===== src/rtl/ifetch_pkg.sv =====
// Shared definitions for the instruction-fetch sequencer and its next-PC helper.
// Reset PC default, next-PC select encodings and the fetch state encoding.
package ifetch_pkg;

    localparam logic [31:0] IFETCH_RESET_PC = 32'h0000_3000;

    typedef enum logic [1:0] {
        NPC_PC4 = 2'b00,
        NPC_BR  = 2'b01,
        NPC_J   = 2'b10,
        NPC_JR  = 2'b11
    } npc_sel_e;

    typedef enum logic [1:0] {
        FS_IDLE = 2'b00,
        FS_REQ  = 2'b01,
        FS_LOAD = 2'b10
    } fetch_state_e;

endpackage


===== src/rtl/ifetch_npc_calc.sv =====
// Combinational next-PC: sequential, PC-relative branch, pseudo-direct jump, register jump.
// Also used by the controller to form link addresses, so it stays free of state.
module npc_calc
    import ifetch_pkg::*;
(
    input  logic [31:0] pc,
    input  logic [1:0]  npc_sel,
    input  logic [15:0] imm16,
    input  logic [25:0] imm26,
    input  logic [31:0] ra_val,
    output logic [31:0] pc4,
    output logic [31:0] npc
);

    logic [31:0] br_off;

    assign pc4    = pc + 32'd4;
    // Branch offset counts words, hence the two-bit shift after sign extension.
    assign br_off = {{14{imm16[15]}}, imm16, 2'b00};

    always_comb begin
        npc = pc4;
        case (npc_sel_e'(npc_sel))
            NPC_PC4: npc = pc4;
            NPC_BR:  npc = pc4 + br_off;
            NPC_J:   npc = {pc4[31:28], imm26, 2'b00};
            NPC_JR:  npc = ra_val;
            default: npc = pc4;
        endcase
    end

endmodule


===== src/rtl/ifetch.sv =====
// Multicycle fetch sequencer: IDLE -> REQ (wait for imem_ready) -> LOAD (irwr strobe).
// Build with IFETCH_ALIGN_CHK_EN to reject fetches from a misaligned PC via fetch_err.
module ifetch
    import ifetch_pkg::*;
#(
    parameter logic [31:0] RESET_PC = IFETCH_RESET_PC
) (
    input  logic        clk,
    input  logic        rst_n,
    input  logic        fetch_req,
    input  logic        pcwr,
    input  logic [1:0]  npc_sel,
    input  logic [15:0] imm16,
    input  logic [25:0] imm26,
    input  logic [31:0] ra_val,
    output logic        imem_req,
    output logic [31:0] imem_addr,
    input  logic        imem_ready,
    input  logic [31:0] imem_rdata,
    output logic [31:0] ins,
    output logic        irwr,
    output logic [31:0] pc,
    output logic        busy,
    output logic        fetch_err
);

    fetch_state_e state_q;
    logic [31:0]  pc_q;
    logic [31:0]  ins_q;
    logic         imem_req_q;
    logic         irwr_q;
    logic         fetch_err_q;
    logic [31:0]  npc;
    logic [31:0]  pc4;
    logic [31:0]  pc_d;

    npc_calc u_npc_calc (
        .pc      (pc_q),
        .npc_sel (npc_sel),
        .imm16   (imm16),
        .imm26   (imm26),
        .ra_val  (ra_val),
        .pc4     (pc4),
        .npc     (npc)
    );

    // A same-cycle commit is visible to the fetch it accompanies.
    assign pc_d = pcwr ? npc : pc_q;

    always_ff @(posedge clk or negedge rst_n) begin
        if (!rst_n) begin
            state_q     <= FS_IDLE;
            pc_q        <= RESET_PC;
            ins_q       <= 32'd0;
            imem_req_q  <= 1'b0;
            irwr_q      <= 1'b0;
            fetch_err_q <= 1'b0;
        end else begin
            irwr_q      <= 1'b0;
            fetch_err_q <= 1'b0;
            case (state_q)
                FS_IDLE: begin
                    pc_q <= pc_d;
                    if (fetch_req) begin
`ifdef IFETCH_ALIGN_CHK_EN
                        if (pc_d[1:0] != 2'b00) begin
                            fetch_err_q <= 1'b1;
                        end else begin
                            state_q    <= FS_REQ;
                            imem_req_q <= 1'b1;
                        end
`else
                        state_q    <= FS_REQ;
                        imem_req_q <= 1'b1;
`endif
                    end
                end
                FS_REQ: begin
                    if (imem_ready) begin
                        ins_q      <= imem_rdata;
                        imem_req_q <= 1'b0;
                        irwr_q     <= 1'b1;
                        state_q    <= FS_LOAD;
                    end
                end
                FS_LOAD: begin
                    state_q <= FS_IDLE;
                end
                default: begin
                    state_q    <= FS_IDLE;
                    imem_req_q <= 1'b0;
                end
            endcase
        end
    end

    assign imem_req  = imem_req_q;
    assign imem_addr = pc_q;
    assign ins       = ins_q;
    assign irwr      = irwr_q;
    assign pc        = pc_q;
    assign busy      = (state_q != FS_IDLE);
    assign fetch_err = fetch_err_q;

endmodule


===== config.mk =====
export PLATFORM = sky130hd
export DESIGN_NAME = ifetch
export DESIGN_NICKNAME = d
export VERILOG_FILES = /design/src/rtl/ifetch_pkg.sv /design/src/rtl/ifetch_npc_calc.sv /design/src/rtl/ifetch.sv
export SDC_FILE = /design/constraint.sdc
export NUM_CORES = 1
export LEC_CHECK = 0
export BUFFER_PORTS_ARGS = -buffer_cell sky130_fd_sc_hd__buf_2
export CAP_MARGIN = 10
export CORE_MARGIN = 5
export CORE_UTILIZATION = 55
export DETAILED_ROUTE_END_ITERATION = 10
export GPL_TIMING_DRIVEN = 0
export PLACE_DENSITY = 0.9
export SLEW_MARGIN = 0
export SYNTH_ARGS = -nofsm -noshare
export SYNTH_HDL_FRONTEND = slang
export SYNTH_HIERARCHICAL = 1
export SYNTH_SLANG_ARGS = --single-unit
export TNS_END_PERCENT = 100

===== constraint.sdc =====
create_clock -name clk -period 5.5 [get_ports clk]
set_input_delay 0.275 -clock clk [delete_from_list [all_inputs] [get_ports clk]]
set_output_delay 0.275 -clock clk [all_outputs]
set_load 0.03 [all_outputs]

# [Yosys cells after proc, flatten, opt, wreduce, memory -nomap -nowiden]
# Index checks and enable logic that the tools add are counted.
# W data, S select, Z words.
[totals] reg_bits=68 output_inout_bits=100 wordCells=31
[op_classes] add_sub_neg=2 eq_ne=7 mux=9 n_bitwise=1 reduce_logical=7
[ops] operator="$pmux W32 S4" n=1
[ops] operator="$add A32 B3 Y32 const B" n=1
[ops] operator="$add A32 B32 Y32" n=1
[ops] operator="$eq A2 B2 Y1 const B" n=3
[ops] operator="$reduce_and A2 Y1" n=3
[ops] operator="$eq A2 B1 Y1 const B" n=2
[ops] operator="$logic_not A2 Y1" n=2
[ops] operator="$mux W1" n=4
[ops] operator="$mux W2" n=2
[ops] operator="$ne A2 B2 Y1 const B" n=2
[ops] operator="$pmux W2 S2" n=1
[ops] operator="$pmux W1 S3" n=1
[ops] operator="$reduce_and A3 Y1" n=1
[ops] operator="$reduce_bool A2 Y1" n=1
[ops] operator="$not A1 Y1" n=1

# [Logic depth before layout (Yosys ltp)]
# Gate-level depths: netlist of the first run.
[logic_depth] depth_word=3 mapped_depth=16 depth_no_buf=16

# [Modules after synthesis]
# Netlist of the first run, hierarchy kept.
[by_module_without_submodules] module="npc_calc" n_inst=1 cells_each=382 area_each_um2=2960.3 seq_area_each_um2=0.0
[by_module_without_submodules] module="ifetch" n_inst=1 cells_each=185 area_each_um2=2812.7 seq_area_each_um2=1704.1

# [Worst setup path before layout of the first run]
# OpenSTA, ideal clock, no wires.
[synth_timing] kind="register to register" startpoint="register pc_q[4] (netlist: imem_addr[4])" endpoint="register pc_q[20] (netlist: imem_addr[20])" setup_time_ns=0.125 arrival_ns=3.458 t_required_ns=5.375 setup_slack_ns=1.917 path_stages_with_launch=14 cell_sequence="dfrtp_1 -> and3_1 -> nand3_1 -> xnor2_1 -> ha_1 -> a21o_1 -> a21o_1 -> a221o_1 -> a21oi_2 -> o21ai_2 -> a21oi_4 -> xnor2_1 -> mux4_2 -> mux2_2"
[synth_via] elab_chain_cells=3
[synth_lines] element="start: declaration" line_no="ifetch.sv:28" source="logic [31:0] pc_q;"
[synth_lines] element="start signal: assignment" line_no="ifetch.sv:63" source="pc_q <= pc_d;"
[synth_lines] element="$add A32 B3 Y32" line_no="ifetch_npc_calc.sv:17" source="assign pc4 = pc + 32'd4;"
[synth_lines] element="named net pc4[9]" line_no="ifetch.sv:34" source="logic [31:0] pc4;"
[synth_lines] element="$add A32 B32 Y32" line_no="ifetch_npc_calc.sv:25" source="NPC_BR: npc = pc4 + br_off;"
[synth_lines] element="$pmux W32 S4" line_no="ifetch_npc_calc.sv:23" source="case (npc_sel_e'(npc_sel))"
[synth_lines] element="named net npc[20]" line_no="ifetch.sv:33" source="logic [31:0] npc;"
# The timed path passes the listed nets, and every way through them passes these cells.
# A chain may end at the register's enable or synchronous reset.

# [Final worst setup path of the first run]
[layout_timing] startpoint="register pc_q[2] (netlist: imem_addr[2])" endpoint="register pc_q[30] (netlist: imem_addr[30])"
# The elaborated chain is that of the path after synthesis.

==> results of run 1 <==
[sequential cells by signal (all words and copies together), names as in the netlist]
register / flops
imem_addr: 32
ins: 32
state_q: 2
imem_req: 1
irwr: 1
[power breakdown]
group	internal (mW)	switching, mW	total [mW]	leakage (nW)
sequential	0.753	0.297	1.05	0.799
combinational	1.34	1.98	3.32	2.54
clock	0.305	0.221	0.525	0.120
[placed cells by master (no fill, tap or decap), types with 4 or more instances in the layout]
cell type	count
o22ai_1	8
nand2_1	44
o21ai_0	16
and3_1	7
nand4_1	10
nor2b_1	4
mux2_2	58
o21bai_1	5
clkbuf_8	11
buf_4	37
clkbuf_1	5
buf_6	7
a21o_1	15
dfrtp_1	66
nand3_1	20
mux4_2	17
xor2_1	20
ha_1	34
nor2_1	23
inv_1	12
and2_1	5
a21oi_1	38
mux2_1	10
buf_2	209
xnor2_1	32
nand2b_1	4
[area by class of cell]
cell class                 count  area share
multi-input combinational    432       0.498
sequential                    68       0.236
clock buffer                   9      0.0171
clock inverter                 7      0.0171
inverter                      13     0.00675
tap                          136      0.0235
buffer                        52      0.0557
timing repair buffer         210       0.146
[how the worst max path moves through the flow]
stage          slack, ns  depth (start not counted)            end          from
5_1_grt             0.97                         16  imem_addr[30]  imem_addr[2]
3_3_place_gp        1.37                         16  imem_addr[30]  imem_addr[2]
4_1_cts             1.27                         15  imem_addr[30]  imem_addr[2]
6_report            1.16                         15  imem_addr[30]  imem_addr[2]
3_5_place_dp        1.29                         15  imem_addr[30]  imem_addr[2]
2_1_floorplan       1.92                         13  imem_addr[20]  imem_addr[4]
[worst reg2reg max path: cells and delay by family (launching register included)]
family                     cells  cell delay, ns
AOI/OAI and AO/OA              5            1.15
and+or+nand+nor                5            1.21
DFF                            1            0.47
adders and majority gates      2            0.65
xor gates and xnor gates       2            0.47
muxes                          1            0.30
[layer usage]
metal / share of wire / up-vias / track usage / wire (um)
li1: - / 2481 / - / -
met1: 0.39 / 2662 / 0.347 / 7240
met2: 0.50 / 292 / 0.511 / 9310
met3: 0.080 / 52 / 0.0582 / 1500
met4: 0.032 / 0 / 0.0978 / 602
met5: 0 / - / 0 / 0
==> impl_metrics.toml, run 1 <==
[status]
status = "finished clean"

[final_layout]
drive_above_1_share = 0.460
finalInstanceArea_mm2 = 0.00723
final.fill_count = 828
synthToLayoutAreaGrowth_pct = 25.6
fin_cells = 927
final_util = 0.703
ff_latch_area_mm2 = 0.00170
antenna_cells = 0
multiInputGateArea_mm2 = 0.00360
nets = 934

[setup_path]
cp_max_fo = 6
worst_r2r_endpoint = "imem_addr[30]"
crit_path_frequent_cell = "ha_1"
cp_slowest_cell = "dfrtp_1"
cpPeakStageDelay_ns = 0.47
r2r_slack_ns = 1.16
ff2ff_path_depth = 15
crit_path_start_kind = "flip-flop"
crit_buf_inv = 0
crit_family = "simple AND/OR/NAND/NOR gates"
worst_ep_arrival_time_ns = 4.58
rr_startpoint = "imem_addr[2]"
cp_cell_sequence = "ha_1, and4_1, nand2_1, nor2_1, nand3_1, xnor2_1, ha_1, and2_1, a221oi_1, a21boi_0, o21ai_0, a41oi_1, xor2_1, a21oi_1, mux2_2"
required_ns = 5.74
timing_worst_setup_path_type = "reg -> reg"
critical_path.endpoint_type = "flip-flop"

[power_and_ir_drop]
powerDensity_mw_per_mm2 = 677
p_leak_nw = 3.46
p_total_mw = 4.89
ir_drop_uv = 518

[place]
dpl.hpwl_um = 14800
port_buffers = 210
dpl_worst_slack_ns = 1.29
dpl.cell_count = 911
gp_congestion = 0.953
dpl-instance-area_mm2 = 0.00698

[global_routing]
grt_use_total = 0.288
grt-ovfl-total = 0
antenna_found_initial = 0
grt_start_max_net_pins = 69
grt_pass1_wl_um = 29100
grt_pass1_vias = 5709

[floorplan]
start_util = 0.560
core_area_mm2 = 0.0103
rows = 37
fp.dieArea_mm2 = 0.0126
fp.dieH_um = 112
ios = 213
die_width_um = 112

[synth]
synth_nets = 713
synthCells = 565
syn_avg_cell_area_um2 = 10.2
yosys_warnings = 6
netlist_area_mm2 = 0.00576

[clock_tree]
cts_buffers = 9
cts_sinks = 68
cts_hold_buffers = 0
root_buffer = "clkbuf_8"
path_clk_slew_ns = 0.09
cts_setup_buffers = 0
insertion_delay_ns = 0.35
cts_tree = "yes"
htree_levels = 3
cts_resized = 0
clock_path_buffers = 2

[run]
max-cap-violations = 0

[timing]
hold_violations = 0
fmaxAchievable_mhz = 230
finalCritPeriodShare = 0.789
rsz0062_at_grt = "no"
setup_tns_ns = 0
fin_skew_ns = 0.0133
fin_ws_ns = 1.16
drv_slew = 0
final.min_clock_period_ns = 4.34
whs_ns = 0.0513
setup_viol = 0
worst-slew-pin-transition_ns = 0.990
slew_headroom = 0.340

[drt]
wl_per_cell_um = 20.1
drc = 0
detail-route-antenna-nets = 0
drt_first_iter_violations = 341
routed-via-count = 5487
wirelength_um = 18700
viasPerCell = 5.92
first_pass_iters = 5

[hold_path]
hold_class = "in -> async"
Note: power is estimated with default switching activity, not from simulation.
==> inputs of run 2 (changes only) <==
Settings changed: CORE_UTILIZATION 55 to 51, PLACE_DENSITY 0.9 to 0.84.
Clock period 5.5 ns to 4.3 ns, I/O delays scaled along.
==> run 2 against run 1 <==
Combinational power grew 28%; die area grew 7.1%; first-iteration DRC count grew 36%; global-route usage shrank 2.1 points; hold slack lost 0.027 ns; largest power group unchanged; highest routed layer unchanged.
==> impl_metrics.toml, run 2 (synthesis results as in run 1) <==
[clock_tree]
cts_tree = "yes"
cts_sinks = 68
htree_levels = 3
clock_path_buffers = 2
root_buffer = "clkbuf_16"
cts_setup_buffers = 0
cts_buffers = 9
path_clk_slew_ns = 0.06
insertion_delay_ns = 0.33

[run]
max-cap-violations = 0

[drt]
detail-route-antenna-nets = 0
wirelength_um = 18400
routed-via-count = 5418
viasPerCell = 5.82
highest_layer = "met4"
met3WireLength_um = 1560
first_pass_iters = 5
wl_per_cell_um = 19.8
drt-met1-wl_um = 7550
drt_first_iter_violations = 465
route.met2.wl_um = 8870
drc = 0

[power_and_ir_drop]
powerDensity_mw_per_mm2 = 862
p_leak_nw = 3.49
ir_drop_uv = 515

[final_layout]
nets = 934
drive_above_1_share = 0.472
mostFrequentLayoutCell = "buf_2"
final_cell_mix = "buf_2 (209), dfrtp_1 (66), mux2_2 (58), nand2_1 (44)"
synthToLayoutAreaGrowth_pct = 26.9
antenna_cells = 0
final_util = 0.668

[setup_path]
required_ns = 4.51
cp_max_fo = 8
crit_path_start_kind = "flip-flop"
r2r_slack_ns = 0.19
worst_ep_arrival_time_ns = 4.32
timing_worst_setup_path_type = "reg -> reg"
critical_path.endpoint_type = "flip-flop"

[place]
dpl.hpwl_um = 14700
port_buffers = 210
dpl_worst_slack_ns = 0.161
gp_congestion = 0.965

[timing]
final.min_clock_period_ns = 4.11
drv_slew = 0
finalCritPeriodShare = 0.955
hold_violations = 0
slew_headroom = 0.352
setup_viol = 0
fin_skew_ns = 0.00544
fin_ws_ns = 0.191
fmaxAchievable_mhz = 243
worst-slew-pin-transition_ns = 0.972

[global_routing]
antenna_found_initial = 0
grt_pass1_vias = 5551
grt_pass1_wl_um = 28000
grt_use_total = 0.266
grt-ovfl-total = 0
grt_start_max_net_pins = 69

[floorplan]
die_width_um = 116
fp.dieArea_mm2 = 0.0135
fp.dieH_um = 116
rows = 38
start_util = 0.527
core_area_mm2 = 0.0109
ios = 213

[hold_path]
hold_class = "in -> async"

[status]
status = "finished clean"
==> run 2: changes by cell type in the layout (fill, tap and decap cells not counted), moves of 2 or more <==
cell       before  now
bufinv_16       3    0
clkbuf_8       11    2
xnor2_2         1    3
nor2_1         23   20
clkbuf_16       0    9
clkinv_2        0    2
xnor2_1        32   30
nor2_2          1    4
==> run 2: power breakdown <==
| group | internal, mW | total, mW | switching [mW] |
|---|---|---|---|
| Clock | 0.394 | 0.711 | 0.317 |
| Sequential | 0.965 | 1.33 | 0.366 |
| Combinational | 1.73 | 4.26 | 2.53 |
| Total | 3.08 | 6.30 | 3.22 |
==> run 2: cell type report <==
| class | count | area, um2 |
|---|---|---|
| buffer | 52 | 403 |
| fill | 899 | 3630 |
| tap | 140 | 175 |
| inverter | 13 | 48.8 |
| sequential | 68 | 1700 |
| clock inverter | 7 | 52.6 |
| timing repair buffer | 210 | 1050 |
| clock buffer | 9 | 225 |
| multi-input combinational | 432 | 3650 |
==> run 2: per-stage QoR <==
stage / setup TNS (ns) / hold slack, ns / cells / total power, mW / cell area (um2)
2_1_floorplan: 0 / -0.0806 / 565 / 4.43 / 5760
3_3_place_gp: 0 / 0.446 / 915 / 5.43 / 6980
3_5_place_dp: 0 / 0.405 / 915 / 5.52 / 6990
4_1_cts: 0 / 0.0515 / 931 / 6.26 / 7260
5_1_grt: -0.000642 / 0.0943 / 931 / 6.70 / 7310
6_report: 0 / 0.0244 / 931 / 6.30 / 7310
==> run 2: per-layer routing <==
layer / vias to the layer above / GRT usage
li1: 2484 / -
met1: 2603 / 0.345
met2: 289 / 0.455
met3: 42 / 0.0363
met4: 0 / 0.0982
met5: - / 0
==> run 2: path summary, 6_finish.rpt <==
path	from	to	cells past startpoint
max	imem_addr[13]	imem_addr[30]	14
min	rst_n	imem_addr[5]	1
max reg2reg	imem_addr[13]	imem_addr[30]	14
min reg2reg	ins[11]	ins[11]	1
max in group asynchronous	rst_n	ins[16]	1
min in group clk	imem_rdata[17]	ins[17]	2
==> run 2: timing repair <==
| item | 4_1_cts | 5_1_grt |
|---|---|---|
| resized for setup | 0 | 10 |
| endpoints found under the setup margin | 0 | 6 |
| hold buffers | 0 | 0 |
==> run 2: critical path, cell delays in order (launching register included) <==
cell and delay, ns:
dfstp_2 0.61, and4_1 0.31, nand3_1 0.20, nor4_2 0.56, xor2_1 0.18, ha_1 0.46, and2_1 0.22, nor2b_1 0.26
and2_1 0.26, a21boi_1 0.10, o21ai_0 0.16, a41oi_1 0.07, xor2_1 0.17, a21oi_1 0.11, mux2_2 0.31
==> inputs of run 3 (changes only) <==
Settings changed: ABC_AREA set to 1, CORE_UTILIZATION 51 to 53.
==> run 3 against run 2 <==
The run now ends with negative hold slack left; clock-buffer cell count rose by 3; synthesized cell count grew 95%; largest cell class unchanged; sequential share of layout area shrank 3.2 points; sequential power about the same; register-to-register slack better by 0.54 ns; wire length up 32%.
==> impl_metrics.toml, run 3 <==
[setup_path]
required_ns = 4.56
critical_path.endpoint_type = "flip-flop"
cp_max_fo = 8
worst_ep_arrival_time_ns = 3.83
timing_worst_setup_path_type = "reg -> reg"
crit_path_start_kind = "flip-flop"

[synth]
netlist_area_mm2 = 0.00685
synth_nets = 1250
yosys_warnings = 6
synthCells = 1102
syn_avg_cell_area_um2 = 6.22

[floorplan]
die_width_um = 124
rows = 41
fp.dieH_um = 124
core_area_mm2 = 0.0127
fp.dieArea_mm2 = 0.0153
ios = 213
start_util = 0.541

[place]
port_buffers = 209
dpl.hpwl_um = 19400
gp_congestion = 1.01

[drt]
first_pass_iters = 8
wl_per_cell_um = 16.2
viasPerCell = 5.33
drt_first_iter_violations = 816
detail-route-antenna-nets = 0
wirelength_um = 24300
drc = 0
routed-via-count = 7996

[global_routing]
busiest_layer = "met2"
antenna_found_initial = 0
grt_start_max_net_pins = 69
grt-ovfl-total = 0
use_met2 = 0.506
grtUsageMet1 = 0.413
grt_use_total = 0.316
grt_pass1_vias = 7507
use_met3 = 0.0595
grt_pass1_wl_um = 37400

[timing]
hold_violations = 9
finalCritPeriodShare = 0.830
whs_ns = -0.0100
worst-slew-pin-transition_ns = 0.858
rsz0062_at_grt = "no"
slew_headroom = 0.428
fmaxAchievable_mhz = 280
final.min_clock_period_ns = 3.57
setup_viol = 0
drv_slew = 0
setup_tns_ns = 0
fin_skew_ns = 0.00453

[clock_tree]
cts_resized = 0
root_buffer = "clkbuf_16"
cts_sinks = 68
cts_setup_buffers = 0
insertion_delay_ns = 0.33
cts_buffers = 9
clock_path_buffers = 2
htree_levels = 3
cts_tree = "yes"
path_clk_slew_ns = 0.05
cts_hold_buffers = 0

[hold_path]
hold_class = "in -> async"

[power_and_ir_drop]
powerDensity_mw_per_mm2 = 729
ir_drop_uv = 508
p_leak_nw = 4.94

[run]
max-cap-violations = 0

[final_layout]
synthToLayoutAreaGrowth_pct = 23.6
final_cell_mix = "nand2_1 (430), buf_2 (222), inv_1 (131), nand3_1 (99), nor2_1 (68)"
multiInputGateArea_mm2 = 0.00419
final_util = 0.668
antenna_cells = 0
final.fill_count = 1206
nets = 1470
mostFrequentLayoutCell = "nand2_1"
ff_latch_area_mm2 = 0.00170
drive_above_1_share = 0.244

[status]
violations = "negative hold slack"
status = "finished, violations left"
-- run 3: worst max-delay path, stage by stage (launching register included) --
cell and delay, ns:
dfrtp_1 0.55, nand2_2 0.15, nor2_2 0.17, nand4_1 0.19
nor2_1 0.24, xor2_1 0.41, ha_1 0.36, a21oi_1 0.23
o21ai_0 0.17, inv_1 0.08, nand2_1 0.14, or2_2 0.31
nand3_1 0.09, nand4_1 0.18, nand3_1 0.16, nand2_1 0.06
-- run 3: metal layers --
layer,wire length [um],vias up
met2,10900,402
met4,1220,0
met5,0,-
met3,2170,81
li1,-,3935
met1,10100,3578
-- run 3: power by group --
group          switching [mW]  internal, mW  leakage [nW]
clock                   0.272         0.597         0.173
combinational            2.70          1.29          3.92
sequential              0.365         0.944         0.848
total                    3.34          2.84          4.94
-- run 3: cell type report --
cell class / instances / area share
clock inverter: 4 / 0.0112
inverter: 136 / 0.0603
clock buffer: 12 / 0.0303
sequential: 68 / 0.201
timing repair buffer: 209 / 0.124
tap: 172 / 0.0254
multi-input combinational: 830 / 0.495
buffer: 68 / 0.0530
-- run 3: worst paths after layout --
kind	startpoint	endpoint	slack, ns	cells past startpoint
worst max-delay path	imem_addr[7]	imem_addr[12]	0.73	15
worst min-delay path	rst_n	ins[13]	-0.01	1
worst max register to register	imem_addr[7]	imem_addr[12]	0.73	15
worst min register to register	ins[24]	ins[24]	0.46	2
max in group asynchronous	rst_n	imem_addr[10]	3.75	1
min in group clk	fetch_req	imem_req	0.12	3
-- run 3: stage by stage --
stage          hold slack (ns)  power [mW]  cell area, um2  instances  worst slack, ns
3_3_place_gp             0.446        5.17            8110       1483            0.952
3_5_place_dp             0.372        5.24            8120       1483            0.880
4_1_cts                 0.0208        6.13            8470       1499            0.828
2_1_floorplan          -0.0806        4.10            6850       1102             1.38
6_report               -0.0100        6.17            8470       1499            0.730
5_1_grt                 0.0729        6.62            8470       1499            0.490
